`config.mk`:
```
export PLATFORM = sky130hd
export DESIGN_NAME = cmp_share_arbiter_flat
export DESIGN_NICKNAME = d
export VERILOG_FILES = /design/src/rtl/cmp_share_if.sv /design/src/rtl/cmp_share_arbiter.sv /design/src/flat_wrapper.sv
export SDC_FILE = /design/constraint.sdc
export NUM_CORES = 1
export LEC_CHECK = 0
export CAP_MARGIN = 25
export CORE_AREA = 4 4 107 109
export DETAILED_ROUTE_END_ITERATION = 8
export DIE_AREA = 0 0 111 113
export GPL_TIMING_DRIVEN = 0
export HOLD_SLACK_MARGIN = 0.02
export PLACE_DENSITY_LB_ADDON = 0.25
export SKIP_LAST_GASP = 1
export SLEW_MARGIN = 20
export SYNTH_ARGS = -nofsm -noshare
export SYNTH_HDL_FRONTEND = slang
export SYNTH_SLANG_ARGS = --single-unit
export TNS_END_PERCENT = 10
```
`constraint.sdc`:
```
create_clock -name clk -period 3.23 [get_ports clk]
set_input_delay 0.323 -clock clk [delete_from_list [all_inputs] [get_ports clk]]
set_output_delay 0.323 -clock clk [all_outputs]
set_load 0.01 [all_outputs]
```
`src/rtl/cmp_share_if.sv`:
```
// cmp_share_if - request/response bundle between the two comparator clients
// (port 0 = branch resolve, port 1 = set-less-than) and cmp_share_arbiter.
//   req_valid/req_ready  per-port request handshake (bit i = port i)
//   req_cmpop*/req_op*   per-port comparison opcode and operands
//   rsp_valid/rsp_ready  per-port response handshake
//   rsp_br_en            per-port registered comparison result
// Modports: master = requester side, slave = arbiter side.
interface cmp_share_if;
  logic [1:0]  req_valid;
  logic [1:0]  req_ready;
  logic [2:0]  req_cmpop0;
  logic [31:0] req_op1_0;
  logic [31:0] req_op2_0;
  logic [2:0]  req_cmpop1;
  logic [31:0] req_op1_1;
  logic [31:0] req_op2_1;
  logic [1:0]  rsp_valid;
  logic [1:0]  rsp_ready;
  logic [1:0]  rsp_br_en;

  modport master (
    output req_valid, req_cmpop0, req_op1_0, req_op2_0,
           req_cmpop1, req_op1_1, req_op2_1, rsp_ready,
    input  req_ready, rsp_valid, rsp_br_en
  );

  modport slave (
    input  req_valid, req_cmpop0, req_op1_0, req_op2_0,
           req_cmpop1, req_op1_1, req_op2_1, rsp_ready,
    output req_ready, rsp_valid, rsp_br_en
  );
endinterface

```
`src/rtl/cmp_share_arbiter.sv`:
```
// cmp_share_arbiter - shares one combinational branch comparator between two
// requesters with round-robin arbitration, one grant per cycle and one
// buffered response per port (latency 1).
// Ports:
//   clk, rst_n    clock (rising edge), asynchronous active-low reset
//   bus           cmp_share_if.slave request/response bundle
//   cmp_op/a/b    operands to the shared comparator (granted port's fields)
//   cmp_br_en     comparator result, combinational in the same cycle
//   stat_issued   grants counted (only with CMP_STATS_EN, else tied 0)
//   stat_taken    grants whose result was 1 (only with CMP_STATS_EN, else 0)
// Build option: define CMP_STATS_EN to build the wrapping statistics counters.
//
// Arbiter state (rr):
//   state   | meaning
//   PREF_P0 | port 0 wins if both ports are eligible
//   PREF_P1 | port 1 wins if both ports are eligible
module cmp_share_arbiter #(
  parameter int STAT_W = 32
) (
  input  logic              clk,
  input  logic              rst_n,
  cmp_share_if.slave        bus,
  output logic [2:0]        cmp_op,
  output logic [31:0]       cmp_a,
  output logic [31:0]       cmp_b,
  input  logic              cmp_br_en,
  output logic [STAT_W-1:0] stat_issued,
  output logic [STAT_W-1:0] stat_taken
);

  typedef enum logic {PREF_P0 = 1'b0, PREF_P1 = 1'b1} rr_state_t;

  rr_state_t  rr_q, rr_d;
  logic [1:0] eligible;
  logic [1:0] grant;
  logic       gnt_port;
  logic [1:0] rsp_valid_q;
  logic [1:0] rsp_br_en_q;

  // A held (unconsumed) response blocks its port; a response being consumed
  // this cycle frees the slot for a back-to-back grant.
  assign eligible = bus.req_valid & (~rsp_valid_q | bus.rsp_ready);

  always_ff @(posedge clk or negedge rst_n) begin
    if (!rst_n) rr_q <= PREF_P0;
    else        rr_q <= rr_d;
  end

  always_comb begin
    grant    = 2'b00;
    rr_d     = rr_q;
    gnt_port = (rr_q == PREF_P1);
    // rst_n gates the grant so req_ready reads 0 throughout reset.
    if (rst_n) begin
      if (eligible == 2'b11) grant = (rr_q == PREF_P1) ? 2'b10 : 2'b01;
      else                   grant = eligible;
    end
    if (grant[1])      gnt_port = 1'b1;
    else if (grant[0]) gnt_port = 1'b0;
    if (|grant) rr_d = gnt_port ? PREF_P0 : PREF_P1;
  end

  // With no grant the mux still follows the preferred port (don't-care).
  always_comb begin
    cmp_op = bus.req_cmpop0;
    cmp_a  = bus.req_op1_0;
    cmp_b  = bus.req_op2_0;
    if (gnt_port) begin
      cmp_op = bus.req_cmpop1;
      cmp_a  = bus.req_op1_1;
      cmp_b  = bus.req_op2_1;
    end
  end

  always_ff @(posedge clk or negedge rst_n) begin
    if (!rst_n) begin
      rsp_valid_q <= 2'b00;
      rsp_br_en_q <= 2'b00;
    end else begin
      for (int i = 0; i < 2; i++) begin
        if (grant[i]) begin
          rsp_valid_q[i] <= 1'b1;
          rsp_br_en_q[i] <= cmp_br_en;
        end else if (bus.rsp_ready[i]) begin
          rsp_valid_q[i] <= 1'b0;
        end
      end
    end
  end

  assign bus.req_ready = grant;
  assign bus.rsp_valid = rsp_valid_q;
  assign bus.rsp_br_en = rsp_br_en_q;

`ifdef CMP_STATS_EN
  logic [STAT_W-1:0] issued_q;
  logic [STAT_W-1:0] taken_q;

  always_ff @(posedge clk or negedge rst_n) begin
    if (!rst_n) begin
      issued_q <= '0;
      taken_q  <= '0;
    end else if (|grant) begin
      issued_q <= issued_q + STAT_W'(1);
      if (cmp_br_en) taken_q <= taken_q + STAT_W'(1);
    end
  end

  assign stat_issued = issued_q;
  assign stat_taken  = taken_q;
`else
  assign stat_issued = '0;
  assign stat_taken  = '0;
`endif

endmodule
```
`src/flat_wrapper.sv`:
```
// flat-port wrapper written by rule: the top's interface ports become plain ports
module cmp_share_arbiter_flat 
#(
  parameter int STAT_W = 32
)
  (clk, rst_n, cmp_op, cmp_a, cmp_b, cmp_br_en, stat_issued, stat_taken, bus_req_valid, bus_req_cmpop0, bus_req_op1_0, bus_req_op2_0, bus_req_cmpop1, bus_req_op1_1, bus_req_op2_1, bus_rsp_ready, bus_req_ready, bus_rsp_valid, bus_rsp_br_en);
  cmp_share_if bus_i ();
  input  logic clk;
  input  logic rst_n;
  output logic [2:0] cmp_op;
  output logic [31:0] cmp_a;
  output logic [31:0] cmp_b;
  input  logic cmp_br_en;
  output logic [STAT_W-1:0] stat_issued;
  output logic [STAT_W-1:0] stat_taken;
  input wire logic [$bits(bus_i.req_valid)-1:0] bus_req_valid;
  input wire logic [$bits(bus_i.req_cmpop0)-1:0] bus_req_cmpop0;
  input wire logic [$bits(bus_i.req_op1_0)-1:0] bus_req_op1_0;
  input wire logic [$bits(bus_i.req_op2_0)-1:0] bus_req_op2_0;
  input wire logic [$bits(bus_i.req_cmpop1)-1:0] bus_req_cmpop1;
  input wire logic [$bits(bus_i.req_op1_1)-1:0] bus_req_op1_1;
  input wire logic [$bits(bus_i.req_op2_1)-1:0] bus_req_op2_1;
  input wire logic [$bits(bus_i.rsp_ready)-1:0] bus_rsp_ready;
  output wire logic [$bits(bus_i.req_ready)-1:0] bus_req_ready;
  output wire logic [$bits(bus_i.rsp_valid)-1:0] bus_rsp_valid;
  output wire logic [$bits(bus_i.rsp_br_en)-1:0] bus_rsp_br_en;
  assign bus_i.req_valid = bus_req_valid;
  assign bus_i.req_cmpop0 = bus_req_cmpop0;
  assign bus_i.req_op1_0 = bus_req_op1_0;
  assign bus_i.req_op2_0 = bus_req_op2_0;
  assign bus_i.req_cmpop1 = bus_req_cmpop1;
  assign bus_i.req_op1_1 = bus_req_op1_1;
  assign bus_i.req_op2_1 = bus_req_op2_1;
  assign bus_i.rsp_ready = bus_rsp_ready;
  assign bus_req_ready = bus_i.req_ready;
  assign bus_rsp_valid = bus_i.rsp_valid;
  assign bus_rsp_br_en = bus_i.rsp_br_en;
  cmp_share_arbiter #(.STAT_W(STAT_W)) u_core (.clk(clk), .rst_n(rst_n), .bus(bus_i), .cmp_op(cmp_op), .cmp_a(cmp_a), .cmp_b(cmp_b), .cmp_br_en(cmp_br_en), .stat_issued(stat_issued), .stat_taken(stat_taken));
endmodule
```
==> impl_metrics.yaml <==
final_layout:
  final_cell_mix: "clkdlybuf4s50_1 (212), nand2_1 (137), buf_4 (70)"
  syn_to_final_growth_pct: 86.4
  final_common_cell: "clkdlybuf4s50_1"
  antenna_cells: 0
  final_cells: 884
  nets: 886
  drive_above_1_share: 0.132
  fillers: 1027
  finalInstanceArea_sq_um: 5640
clocking:
  cts.htree.levels: 1
  clkTransAtPathRegs_ns: 0.04
  cts_hold_buf: 0
  cts_tree: "yes"
  numClockSinks: 5
  cts_buffer_depth: 2
  numCtsBuffers: 3
  clk_latency_ns: 0.23
  clockRootBuffer: "clkbuf_8"
logic_synthesis:
  yosysWarnings: 0
  ys_types: 21
  netlist_instances: 462
  syn_area_per_cell_sq_um: 6.55
  synth_flop_cell: "dfrtp_1"
  synth_edf_count: 0
  ys_seq_elements: 5
  synthArstFlopShare: 1.00
  synthesis.area_sq_um: 3030
  yosysSeqAreaShare: 0.0413
drt:
  final_antenna_net_count: 0
  viasPerCell: 4.51
  drt_first_pass_iters: 4
  wl_per_cell_microns: 14.3
  drc: 0
  drt_first_iter_violations: 209
  drt-total-wl_microns: 12600
  dr_total_vias: 3987
timing:
  whs_ns: -0.00119
  period_needed_ns: 2.94
  tightest_slew_ns: 0.521
  final_max_slew_viol_count: 0
  finalSetupViolations: 0
  post-route-period-util: 0.910
  slew_headroom: 0.652
  hold_violations: 3
  rsz0062_at_grt: "no"
  setup_ws_ns: 0.291
  timing.fmax_mhz: 340
  clock_skew_ns: 0.00493
critical_path:
  worst-path-max-fanout: 10
  start_kind: "input port"
  arrival_ns: 2.62
  r2r_slack_ns: 1.55
  cp_data_required_time_ns: 2.91
  path_class: "input port to output pin"
  crit_path_end_kind: "output pin"
global_routing:
  antenna_found_initial: 0
  grt_pass1_vias: 3913
  gr-usage-all-layers: 0.184
  grt_max_degree: 11
  grt_pass1_wl_microns: 19300
  grt_overflow: 0
floorplanning:
  core_area_sq_um: 10600
  die_area_sq_um: 12500
  io_pins: 278
  fp.dieH_microns: 113
  fp-row-count: 38
  dieWidth_microns: 111
  initial_core_util: 0.285
placement:
  port_buffers: 213
  placed_cells: 878
  place_ws_ns: -0.0955
  hpwlAfterDp_microns: 10500
  post_dp_cell_area_sq_um: 5570
  gp_congestion: 0.849
pwr:
  total_power_uw: 1450
  p_per_area_nw_per_um2: 257
  power.leakage_uw: 0.00270
  peakVddDrop_mv: 0.126
job:
  maxCapViolCount: 0
hold_path:
  hold_path.class: "input port to asynchronous set/reset pin"
run_status:
  violations: "negative hold slack"
  outcome: "finished with violations"
==> stage by stage <==
stage / TNS (ns) / hold WS (ns) / utilization
floorplan: 0 / 0.0274 / -
global placement: -0.390 / 0.491 / 0.525
detailed placement: -0.617 / 0.498 / 0.525
CTS: 0 / 0.385 / 0.531
global route: 0 / 0.0217 / 0.532
finish: 0 / -0.00119 / 0.532
==> power by group <==
part / switching [uW] / total, uW / internal [uW] / leakage, uW
clock: 32.8 / 118 / 84.9 / 0.0000228
sequential: 6.45 / 80.9 / 74.4 / 0.0000602
combinational: 560 / 1250 / 693 / 0.00262
==> state kept, by name (all words and copies together) (netlist names) <==
signal	count
u_core.bus.rsp_br_en	2
u_core.rr_q	1
u_core.bus.rsp_valid	2
==> synth_stat cells (2+ instances only) <==
cell type / n / area [sq um]
buf_1: 3 / 11.3
buf_2: 13 / 65.1
buf_4: 68 / 510
clkbuf_1: 16 / 60.1
dfrtp_1: 5 / 125
inv_1: 2 / 7.51
mux2_2: 2 / 22.5
mux2i_1: 68 / 681
nand2_1: 137 / 514
nor2_1: 2 / 7.51
nor2b_1: 68 / 425
o211ai_1: 67 / 503
o21ai_0: 3 / 15.0
==> critical path, cell delays in order <==
cell	delay [ns]
clkdlybuf4s50_1	0.52
inv_1	0.07
o2111ai_2	0.29
buf_4	0.29
buf_4	0.25
mux2i_1	0.21
o211ai_1	0.15
clkdlybuf4s50_1	0.51
==> metal layers <==
layer  up-vias  GRT usage  part of all wire
met3        16     0.0465             0.095
met4         0     0.0517             0.019
met5         -          0                 0
met2       186      0.338              0.49
met1      1780      0.213              0.39
li1       2005          -                 -
==> kinds of logic after synthesis <==
group,Yosys count,synth area share
DFF,5,0.0413
muxes,70,0.232
buffers and inverters,102,0.216
AOI/OAI and AO/OA,72,0.183
other,1,0.00124
and+or+nand+nor,212,0.326
==> worst paths after layout <==
path / cells after the start / to / from
worst min register to register: 1 / u_core.bus.rsp_br_en[1]$_DFFE_PN0P_ / u_core.bus.rsp_br_en[1]$_DFFE_PN0P_
worst max register to register: 4 / u_core.rr_q$_DFFE_PN0P_ / u_core.rr_q$_DFFE_PN0P_
min in group clk: 1 / u_core.bus.rsp_br_en[1]$_DFFE_PN0P_ / u_core.bus.rsp_br_en[1]$_DFFE_PN0P_
worst max-delay path: 8 / cmp_b[15] / bus_req_valid[0]
worst min-delay path: 1 / u_core.rr_q$_DFFE_PN0P_ / rst_n
max in group asynchronous: 1 / u_core.bus.rsp_br_en[0]$_DFFE_PN0P_ / rst_n
==> what timing repair did <==
item                                   in CTS  in global routing
setup buffers                               2                  0
setup endpoints to repair                  38                 62
pin swaps                                   1                  0
gates resized for setup                     1                 11
endpoints found under the hold margin       0                  0
==> cell type report <==
class                      count  area [sq um]  area share
multi-input combinational    418          2480       0.440
timing repair buffer         215          2150       0.381
buffer                       100           654       0.116
tap                          140           175      0.0311
sequential                     5           125      0.0222
clock buffer                   4          45.0     0.00799
inverter                       2          7.51     0.00133
Power figures use the tool's default switching activity.
